## src/rtl/rct_motion_pkg.sv

```systemverilog
// Shared types and constants for the frame-synchronous rectangle motion controller.
// Positions are integer pixels; vertical position and velocity carry FRAC_BITS of fraction.
package rct_motion_pkg;

  localparam int POS_W     = 12;
  localparam int VEL_W     = 12;
  localparam int FRAC_BITS = 4;
  localparam int YFP_W     = POS_W + FRAC_BITS;

  typedef logic [1:0] state_t;

  localparam state_t ST_IDLE = 2'd0;
  localparam state_t ST_DRAG = 2'd1;
  localparam state_t ST_FALL = 2'd2;
  localparam state_t ST_STOP = 2'd3;

  function automatic logic [POS_W-1:0] clamp_pos(input logic [POS_W-1:0] v,
                                                 input logic [POS_W-1:0] lim);
    return (v > lim) ? lim : v;
  endfunction

endpackage

```

## src/rtl/rct_edge_tick.sv

```systemverilog
// Rising-edge detector producing a one-clock tick per frame strobe.
// Reusable by any controller that must update exactly once per frame.
module rct_edge_tick (
  input  logic clk,
  input  logic rst_n,
  input  logic level,
  output logic tick
);

  logic level_q;
  logic level_d;

  assign level_d = level;
  assign tick    = level & ~level_q;

  always_ff @(posedge clk or negedge rst_n) begin
    if (!rst_n) begin
      level_q <= 1'b0;
    end else begin
      level_q <= level_d;
    end
  end

endmodule

```

## src/rtl/rct_motion_ctl.sv

```systemverilog
// Drag / gravity-fall / damped-bounce sequencer for the drawn rectangle position.
// All state advances only on the vsync rising-edge tick so the drawn image never tears.
module rct_motion_ctl
  import rct_motion_pkg::*;
#(
  parameter int H_ACTIVE   = 800,
  parameter int V_ACTIVE   = 600,
  parameter int RCT_W      = 48,
  parameter int RCT_H      = 64,
  parameter int GRAVITY    = 8,
  parameter int VMAX       = 320,
  parameter int DAMP_SHIFT = 1,
  parameter int V_STOP     = 16
) (
  input  logic             clk,
  input  logic             rst,
  input  logic             vsync,
  input  logic [POS_W-1:0] mouse_xpos,
  input  logic [POS_W-1:0] mouse_ypos,
  input  logic             mouse_left,
  input  logic             mouse_right,
  output logic [POS_W-1:0] xpos,
  output logic [POS_W-1:0] ypos,
  output logic             moving
);

  localparam logic [POS_W-1:0] XMAX     = POS_W'(H_ACTIVE - RCT_W);
  localparam logic [POS_W-1:0] FLOOR    = POS_W'(V_ACTIVE - RCT_H);
  localparam logic [YFP_W-1:0] FLOOR_FP = {FLOOR, {FRAC_BITS{1'b0}}};

  logic tick;

  state_t                   state_q, state_d;
  logic [POS_W-1:0]         x_q, x_d;
  logic [YFP_W-1:0]         yfp_q, yfp_d;
  logic signed [VEL_W-1:0]  vel_q, vel_d;
  logic                     moving_q, moving_d;

  logic signed [VEL_W:0]    vel_sum;
  logic signed [VEL_W-1:0]  vel_new;
  logic signed [YFP_W+1:0]  y_sum;
  logic [YFP_W-1:0]         y_next;
  logic signed [VEL_W-1:0]  vel_damped;

  rct_edge_tick u_tick (
    .clk   (clk),
    .rst_n (rst),
    .level (vsync),
    .tick  (tick)
  );

  // Gravity step: saturate speed, then move with underflow clamped to the top of screen.
  always_comb begin
    vel_sum    = (VEL_W+1)'(vel_q) + (VEL_W+1)'(GRAVITY);
    vel_new    = (vel_sum > (VEL_W+1)'(VMAX)) ? VEL_W'(VMAX) : vel_sum[VEL_W-1:0];
    y_sum      = $signed({2'b00, yfp_q}) + (YFP_W+2)'(vel_new);
    if (y_sum[YFP_W+1]) begin
      y_next = '0;
    end else if (y_sum[YFP_W]) begin
      y_next = '1;
    end else begin
      y_next = y_sum[YFP_W-1:0];
    end
    vel_damped = vel_new >>> DAMP_SHIFT;
  end

  always_comb begin
    state_d = state_q;
    x_d     = x_q;
    yfp_d   = yfp_q;
    vel_d   = vel_q;
    if (tick) begin
      if (mouse_right) begin
        state_d = ST_IDLE;
        x_d     = '0;
        yfp_d   = '0;
        vel_d   = '0;
      end else if (mouse_left || state_q == ST_DRAG) begin
        // Releasing the button still takes this tick's mouse sample as the drop point.
        state_d = mouse_left ? ST_DRAG : ST_FALL;
        x_d     = clamp_pos(mouse_xpos, XMAX);
        yfp_d   = {clamp_pos(mouse_ypos, FLOOR), {FRAC_BITS{1'b0}}};
        vel_d   = '0;
      end else begin
        case (state_q)
          ST_FALL: begin
            yfp_d = y_next;
            vel_d = vel_new;
            if (y_next[YFP_W-1:FRAC_BITS] >= FLOOR) begin
              yfp_d = FLOOR_FP;
              if (vel_damped < VEL_W'(V_STOP)) begin
                state_d = ST_STOP;
                vel_d   = '0;
              end else begin
                vel_d   = -vel_damped;
              end
            end
          end
          ST_STOP: begin
            yfp_d = FLOOR_FP;
            vel_d = '0;
          end
          default: begin
          end
        endcase
      end
    end
    moving_d = (state_d == ST_FALL);
  end

  always_ff @(posedge clk or negedge rst) begin
    if (!rst) begin
      state_q  <= ST_IDLE;
      x_q      <= '0;
      yfp_q    <= '0;
      vel_q    <= '0;
      moving_q <= 1'b0;
    end else begin
      state_q  <= state_d;
      x_q      <= x_d;
      yfp_q    <= yfp_d;
      vel_q    <= vel_d;
      moving_q <= moving_d;
    end
  end

  assign xpos   = x_q;
  assign ypos   = yfp_q[YFP_W-1:FRAC_BITS];
  assign moving = moving_q;

endmodule

```

## config.mk

```make
export PLATFORM = sky130hd
export DESIGN_NAME = rct_motion_ctl
export DESIGN_NICKNAME = d
export VERILOG_FILES = /design/src/rtl/rct_motion_pkg.sv /design/src/rtl/rct_edge_tick.sv /design/src/rtl/rct_motion_ctl.sv
export SDC_FILE = /design/constraint.sdc
export NUM_CORES = 1
export LEC_CHECK = 0
export CAP_MARGIN = 20
export CORE_UTILIZATION = 40
export CTS_BUF_LIST = sky130_fd_sc_hd__clkbuf_8
export DETAILED_ROUTE_END_ITERATION = 16
export SYNTH_ARGS = -nofsm -noshare
export SYNTH_HDL_FRONTEND = slang
export SYNTH_SLANG_ARGS = --single-unit
```

## constraint.sdc

```tcl
create_clock -name clk -period 5.6 [get_ports clk]
set_input_delay 0.84 -clock clk [delete_from_list [all_inputs] [get_ports clk]]
set_output_delay 0.84 -clock clk [all_outputs]
set_load 0.02 [all_outputs]
```

==> results.py, run 1 <==
metrics = {
    "worst_setup_path": {
        "startpoint": "vel_q[3]",
        "cp_num_buf_inv": 3,
        "path_delay_family": "compound AO/OA/AOI/OAI gates",
        "required_ps": 5790,
        "critPathKind": "flop to flop",
        "worstPathMaxFanout": 13,
        "cp.arrival_ps": 5450,
        "start_kind": "flop",
        "worst_path_largest_cell_delay_ps": 440,
        "crit_path_cell_trace": "buf_4, and2_0, a41o_1, a211o_4, o21a_4, inv_1, nor2_1, ha_1, o21a_1, a21boi_0, nor3_1, o2111ai_2, a21boi_1, o21a_2, mux2i_1, a211oi_4, a21boi_4, buf_4, mux2i_1, o21ai_0",
        "reg2reg_slack_ps": 330,
        "critPathSlowestCell": "sky130_fd_sc_hd__a21boi_4",
        "worst_setup_path_end_kind": "flop",
        "timing.rr.start": "vel_q[3]",
    },
    "placed_design": {
        "placement.io_buffers": 53,
        "dpl-instance-area_um2": 4410,
        "pre_cts_ws_ps": 70.2,
        "detailed_place_hpwl_um": 7760,
        "gp_routability_congestion": 0.898,
    },
    "power_and_ir_drop": {
        "p_switching_mw": 0.421,
        "total_leakage_power_nw": 1.92,
        "switching_share": 0.382,
        "cellPowerDensity_nw_per_um2": 239,
        "share_seq_of_total_power": 0.354,
        "fraction_of_power_consumed_by_the_clock_network": 0.243,
        "vdd_ir_drop_max_mv": 0.135,
        "share_comb_of_total_power": 0.403,
        "cell_internal_pwr_mw": 0.680,
    },
    "grt": {
        "wire_length_of_the_first_global_routing_pass_um": 17100,
        "grt.overflow.total": 0,
        "number_of_global_route_vias_before_repair": 3451,
        "grt_max_degree": 45,
        "antenna_violations_before_repair": 0,
        "grt_overall_usage": 0.216,
    },
    "clocking": {
        "cts_inserted_buffers": 5,
        "cts_max_level": 2,
        "cts-root-buf": "sky130_fd_sc_hd__clkbuf_8",
        "numClockSinks": 44,
        "clk_transition_reported_paths_ps": 100,
        "clk_latency_ps": 310,
        "tritoncts": "done",
        "cts.path.max_buffers": 2,
        "hold_buffers": 0,
    },
    "logic_synthesis": {
        "post_synth_main_area_contributors": "sky130_fd_sc_hd__dfrtp_1 (29%), sky130_fd_sc_hd__ha_1 (5.6%), sky130_fd_sc_hd__nand2_1 (4.9%), sky130_fd_sc_hd__o21ai_0 (4.1%), sky130_fd_sc_hd__nor2_1 (4.0%)",
        "yosys_warnings": 0,
        "post_synth_inst_count": 440,
        "post_synthesis_cell_type_with_the_largest_combined_area": "sky130_fd_sc_hd__dfrtp_1",
        "synth_enable_flop_cells": 0,
        "synth-seq-cells": 44,
        "ys_seq_area_frac": 0.291,
        "synth_area_um2": 3790,
        "synth.top_cell.area_share": 0.291,
        "yosysUniqueCellTypes": 86,
        "ys_async_sr_fraction": 1.00,
        "synth_fp_nets": 487,
        "synth_area_per_cell_um2": 8.61,
        "ys_dominant_reg_cell": "sky130_fd_sc_hd__dfrtp_1",
    },
    "timing": {
        "layout_min_cycle_time_ps": 5270,
        "finalCritPeriodShare": 0.941,
        "finalMaxSlewViolations": 0,
        "worst_slew_pin_slew_ps": 862,
        "max_clock_freq_ghz": 0.190,
        "maxSlewHeadroom": 0.421,
        "hold_viol_final": 0,
        "skew_ps": 9.08,
        "hold_slack_ps": 427,
        "tns_ps": 0,
        "setup_repair_after_global_routing_missed_its_margin": "no",
        "final-setup-viol-count": 0,
        "finalWorstSetupSlack_ps": 332,
    },
    "layout": {
        "area_delta_synth_final_pct": 21.6,
        "finish.utilization": 0.501,
        "proportion_of_layout_cells_with_a_drive_suffix_above_1": 0.134,
        "n_antenna_cell": 0,
        "final_design_area_no_fill_um2": 4610,
        "number_of_fill_cells": 889,
        "num-nets-final": 540,
    },
    "route": {
        "drt-vias-per-instance": 5.68,
        "drtAntennaViolNets": 0,
        "wire_per_inst_um": 17.0,
        "drt_pass1_iterations": 4,
        "dr.first_iter.drc_count": 226,
        "dr_total_vias": 3437,
        "detail_route.drc_violations": 0,
        "routed_wirelength_um": 10300,
    },
    "die": {
        "die_area_um2": 9870,
        "io-pin-count": 54,
        "initial_utilization": 0.412,
        "core_area_um2": 9200,
        "dieHeight_um": 99.3,
        "row_count": 35,
        "chip_width_um": 99.3,
    },
    "hold_path": {
        "worst_hold_path_type": "input port to asynchronous set/reset pin",
    },
    "run_status": {
        "outcome": "finished clean",
    },
    "job": {
        "max_cap_viol_count": 0,
    },
}
-- timing repair --
action | in CTS | in global routing
setup buffers | 0 | 4
gates resized for setup | 0 | 8
setup endpoints to repair | 0 | 28
-- state kept, by name, indices dropped and copies added, names as in the netlist --
name	count
xpos	12
state_q	2
yfp_q	16
moving	1
u_tick.level_q	1
vel_q	12
-- power by group through the flow --
stage          Combinational [mW]  Sequential [mW]  Clock, mW
3_5_place_dp                0.422            0.395          0
3_3_place_gp                0.423            0.394          0
6_report                    0.443            0.390      0.267
2_1_floorplan               0.302            0.384          0
5_1_grt                     0.479            0.395      0.286
4_1_cts                     0.426            0.389      0.271
-- stage by stage --
step                instances  power, mW
finish                    605       1.10
global route              605       1.16
CTS                       600       1.09
detailed placement        592      0.817
global placement          592      0.817
floorplan                 440      0.686
-- routing by layer --
| metal | global-route usage | wire length (um) | share of wire |
|---|---|---|---|
| met1 | 0.305 | 4940 | 0.48 |
| met2 | 0.341 | 4570 | 0.45 |
| met3 | 0.0323 | 515 | 0.050 |
| met4 | 0.0701 | 235 | 0.023 |
| met5 | 0 | 0 | 0 |
-- cell type report --
cell class,instances,area [um^2],area share
well taps,111,139,0.0301
multi-input cells,350,2490,0.540
flip-flops and latches,44,1100,0.239
clock inverters,3,46.3,0.0100
repair buffers,74,696,0.151
clock buffers,5,68.8,0.0149
inverters,18,67.6,0.0147
-- worst reg2reg max path: cells and delay by family, from the launching register on --
| family | cells | cell delay (ps) |
|---|---|---|
| mux | 2 | 470 |
| simple gates | 3 | 720 |
| flops | 1 | 420 |
| buf+inv | 3 | 600 |
| compound gates | 11 | 2540 |
| fa+ha+maj | 1 | 390 |
-- placed cells by master, fill, tap and decap left out, types with 7 or more instances in the layout --
master                            instances
sky130_fd_sc_hd__a21o_1                   7
sky130_fd_sc_hd__a21oi_1                 23
sky130_fd_sc_hd__a22o_1                   7
sky130_fd_sc_hd__and2_1                   9
sky130_fd_sc_hd__buf_4                   20
sky130_fd_sc_hd__clkdlybuf4s50_1         52
sky130_fd_sc_hd__dfrtp_1                 42
sky130_fd_sc_hd__ha_1                    16
sky130_fd_sc_hd__inv_1                   18
sky130_fd_sc_hd__nand2_1                 48
sky130_fd_sc_hd__nand3_1                 15
sky130_fd_sc_hd__nor2_1                  40
sky130_fd_sc_hd__nor2b_1                 10
sky130_fd_sc_hd__nor3_1                   7
sky130_fd_sc_hd__o211ai_1                 7
sky130_fd_sc_hd__o21ai_0                 31
sky130_fd_sc_hd__xnor2_1                 15
sky130_fd_sc_hd__xor2_1                   9
-- cell families (layout without fill, tap and decap cells) --
family                   count (synthesis)  count (layout)  synth area share
AO/OA/AOI/OAI                          142             142             0.296
XOR/XNOR                                26              26            0.0640
adder cells (fa/ha/maj)                 19              19            0.0640
buffers and inverters                   46             100            0.0644
flip-flops                              44              44             0.291
multiplexers                             3               3           0.00792
AND/OR/NAND/NOR                        160             160             0.213
-- worst paths after layout --
check	to	depth (start not counted)
max	vel_q[7]	20
min	yfp_q[15]	1
max reg2reg	vel_q[7]	20
min reg2reg	xpos[7]	2
max in group asynchronous	vel_q[1]	2
min in group clk	xpos[7]	2
-- synth_stat cells (3+ instances only) --
cell type / count
sky130_fd_sc_hd__nor3_1: 7
sky130_fd_sc_hd__nor2b_1: 10
sky130_fd_sc_hd__nor2_1: 40
sky130_fd_sc_hd__a21oi_1: 23
sky130_fd_sc_hd__xor2_1: 9
sky130_fd_sc_hd__mux2i_1: 3
sky130_fd_sc_hd__dfrtp_1: 44
sky130_fd_sc_hd__nand3_1: 15
sky130_fd_sc_hd__inv_1: 18
sky130_fd_sc_hd__and2_1: 9
sky130_fd_sc_hd__nor4_1: 3
sky130_fd_sc_hd__o21ai_0: 31
sky130_fd_sc_hd__a21o_1: 7
sky130_fd_sc_hd__xnor2_1: 15
sky130_fd_sc_hd__o31ai_1: 4
sky130_fd_sc_hd__or3_1: 3
sky130_fd_sc_hd__ha_1: 17
sky130_fd_sc_hd__a31oi_1: 5
sky130_fd_sc_hd__a22o_1: 7
sky130_fd_sc_hd__a21boi_0: 3
sky130_fd_sc_hd__nand2b_1: 4
sky130_fd_sc_hd__o21a_1: 4
sky130_fd_sc_hd__nand2_1: 49
sky130_fd_sc_hd__and3_1: 3
sky130_fd_sc_hd__buf_4: 14
sky130_fd_sc_hd__clkbuf_1: 9
sky130_fd_sc_hd__a22oi_1: 5
sky130_fd_sc_hd__o211ai_1: 7
sky130_fd_sc_hd__buf_2: 3
Note: power is estimated with default switching activity, not from simulation.
==> run 2, diff against run 1 <==
- CORE_UTILIZATION: 40 -> 33
- TNS_END_PERCENT: default -> 10
==> results.py, run 2 (synthesis results as in run 1) <==
metrics = {
    "clocking": {
        "numClockSinks": 44,
        "cts.path.max_buffers": 2,
        "cts_inserted_buffers": 5,
        "cts_max_level": 2,
        "clk_latency_ps": 310,
        "tritoncts": "done",
        "clk_transition_reported_paths_ps": 100,
        "cts-root-buf": "sky130_fd_sc_hd__clkbuf_8",
    },
    "layout": {
        "final_design_area_no_fill_um2": 4630,
        "largest_reg_flops": 16,
        "layout_commonest_cell": "sky130_fd_sc_hd__clkdlybuf4s50_1",
        "num-nets-final": 538,
        "area_delta_synth_final_pct": 22.2,
        "regMostFlops": "yfp_q",
        "n_antenna_cell": 0,
        "proportion_of_layout_cells_with_a_drive_suffix_above_1": 0.126,
        "layout.cells.most_common_list": "sky130_fd_sc_hd__clkdlybuf4s50_1 (52), sky130_fd_sc_hd__nand2_1 (49), sky130_fd_sc_hd__dfrtp_1 (43)",
    },
    "route": {
        "drtAntennaViolNets": 0,
        "drt-vias-per-instance": 5.57,
        "routed_wirelength_um": 10400,
        "dr.first_iter.drc_count": 243,
        "drt_pass1_iterations": 5,
        "wire_per_inst_um": 16.4,
        "dr_total_vias": 3518,
        "detail_route.drc_violations": 0,
    },
    "worst_setup_path": {
        "critPathSlowestCell": "sky130_fd_sc_hd__dfrtp_2",
        "worstReg2RegEnd": "vel_q[6]",
        "required_ps": 5810,
        "reg2reg_depth": 21,
        "critPathKind": "flop to flop",
        "worst_setup_path_end_kind": "flop",
        "timing.rr.start": "vel_q[4]",
        "start_kind": "flop",
        "worst_path_largest_cell_delay_ps": 480,
        "reg2reg_slack_ps": 160,
        "cp.arrival_ps": 5650,
        "worstPathMaxFanout": 9,
        "crit_path_cell_trace": "ha_2, nor4b_4, nand2_1, a311oi_4, o21a_4, and2_1, ha_1, inv_1, fa_1, nand3b_1, a31oi_1, a211oi_1, a2111oi_2, o22ai_2, xnor2_1, nand2b_1, o41ai_4, a21boi_4, buf_4, a21o_1, a22o_1",
    },
    "placed_design": {
        "detailed_place_hpwl_um": 7760,
        "placement.io_buffers": 53,
        "dpl-instance-area_um2": 4430,
        "pre_cts_ws_ps": 25.1,
        "gp_routability_congestion": 0.877,
    },
    "grt": {
        "wire_length_of_the_first_global_routing_pass_um": 17000,
        "number_of_global_route_vias_before_repair": 3419,
        "grt_max_degree": 45,
        "antenna_violations_before_repair": 0,
        "grt_overall_usage": 0.182,
        "grt.overflow.total": 0,
    },
    "job": {
        "max_cap_viol_count": 0,
    },
    "die": {
        "row_count": 38,
        "core_area_um2": 11000,
        "die_area_um2": 11900,
        "io-pin-count": 54,
        "chip_width_um": 109,
        "initial_utilization": 0.344,
        "dieHeight_um": 109,
    },
    "timing": {
        "worst_slew_pin_slew_ps": 885,
        "hold_viol_final": 0,
        "finalCritPeriodShare": 0.972,
        "maxSlewHeadroom": 0.406,
        "finalWorstSetupSlack_ps": 158,
        "skew_ps": 8.25,
        "layout_min_cycle_time_ps": 5440,
        "finalMaxSlewViolations": 0,
        "max_clock_freq_ghz": 0.184,
        "final-setup-viol-count": 0,
        "tns_ps": 0,
    },
    "power_and_ir_drop": {
        "total_leakage_power_nw": 1.92,
        "cellPowerDensity_nw_per_um2": 239,
        "design_power_total_mw": 1.11,
        "vdd_ir_drop_max_mv": 0.119,
    },
    "run_status": {
        "outcome": "finished clean",
    },
    "hold_path": {
        "worst_hold_path_type": "input port to asynchronous set/reset pin",
    },
}
==> run 2: cell types whose count changed in the layout (fill, tap and decap cells not counted) <==
| cell | before | now |
|---|---|---|
| sky130_fd_sc_hd__nand4_2 | 1 | 2 |
| sky130_fd_sc_hd__buf_4 | 20 | 18 |
| sky130_fd_sc_hd__nand4_4 | 1 | 0 |
| sky130_fd_sc_hd__a2111oi_2 | 3 | 2 |
| sky130_fd_sc_hd__nand2_1 | 48 | 49 |
| sky130_fd_sc_hd__nand2_2 | 1 | 0 |
| sky130_fd_sc_hd__dfrtp_1 | 42 | 43 |
| sky130_fd_sc_hd__dfrtp_2 | 2 | 1 |
| sky130_fd_sc_hd__a2111oi_4 | 1 | 2 |
==> run 2: cell type report <==
type	count	area, um^2
fill	1111	6400
multi-input combinational	350	2490
sequential	44	1100
timing repair buffer	72	681
tap	140	175
clock buffer	5	68.8
inverter	18	67.6
clock inverter	3	46.3
==> run 2: worst max path at each step <==
stage                   from        to  slack (ps)  cells past startpoint
floorplan           vel_q[4]  yfp_q[8]         600                     19
global placement    vel_q[4]  vel_q[3]         250                     20
detailed placement  vel_q[4]  vel_q[3]          30                     20
CTS                 vel_q[4]  vel_q[6]         100                     21
global route        vel_q[4]  vel_q[6]         -50                     21
finish              vel_q[4]  vel_q[6]         160                     21
==> run 2: where the power goes <==
group / switching (mW) / internal [mW]
Sequential: 0.0425 / 0.346
Clock: 0.135 / 0.135
Combinational: 0.248 / 0.198
Total: 0.426 / 0.679
==> run 2: metal layers <==
metal | track usage | part of all wire | vias to the layer above
li1 | - | - | 1693
met1 | 0.247 | 0.46 | 1690
met2 | 0.302 | 0.47 | 123
met3 | 0.0281 | 0.054 | 12
met4 | 0.0415 | 0.010 | 0
met5 | 0 | 0 | -
==> run 2: critical path, delay by kind of cell (launching register included) <==
kind | cells | cell delay, ps
AO/OA/AOI/OAI | 10 | 2530
XOR/XNOR | 1 | 170
adder cells (fa/ha/maj) | 3 | 940
buffers and inverters | 2 | 260
flip-flops | 1 | 480
AND/OR/NAND/NOR | 5 | 950
==> run 2: repair_timing <==
item / CTS / global route
pin swaps: 1 / 1
endpoints found under the setup margin: 1 / 26
hold buffers: 0 / 0
buffers inserted: 4 / 1
resized for setup: 0 / 6
==> run 2: per-stage QoR <==
stage | hold slack [ps] | instances | utilization
3_3_place_gp | 470 | 618 | 0.401
5_1_grt | 415 | 632 | 0.420
4_1_cts | 502 | 630 | 0.414
3_5_place_dp | 478 | 618 | 0.401
2_1_floorplan | 456 | 440 | -
6_report | 400 | 632 | 0.420
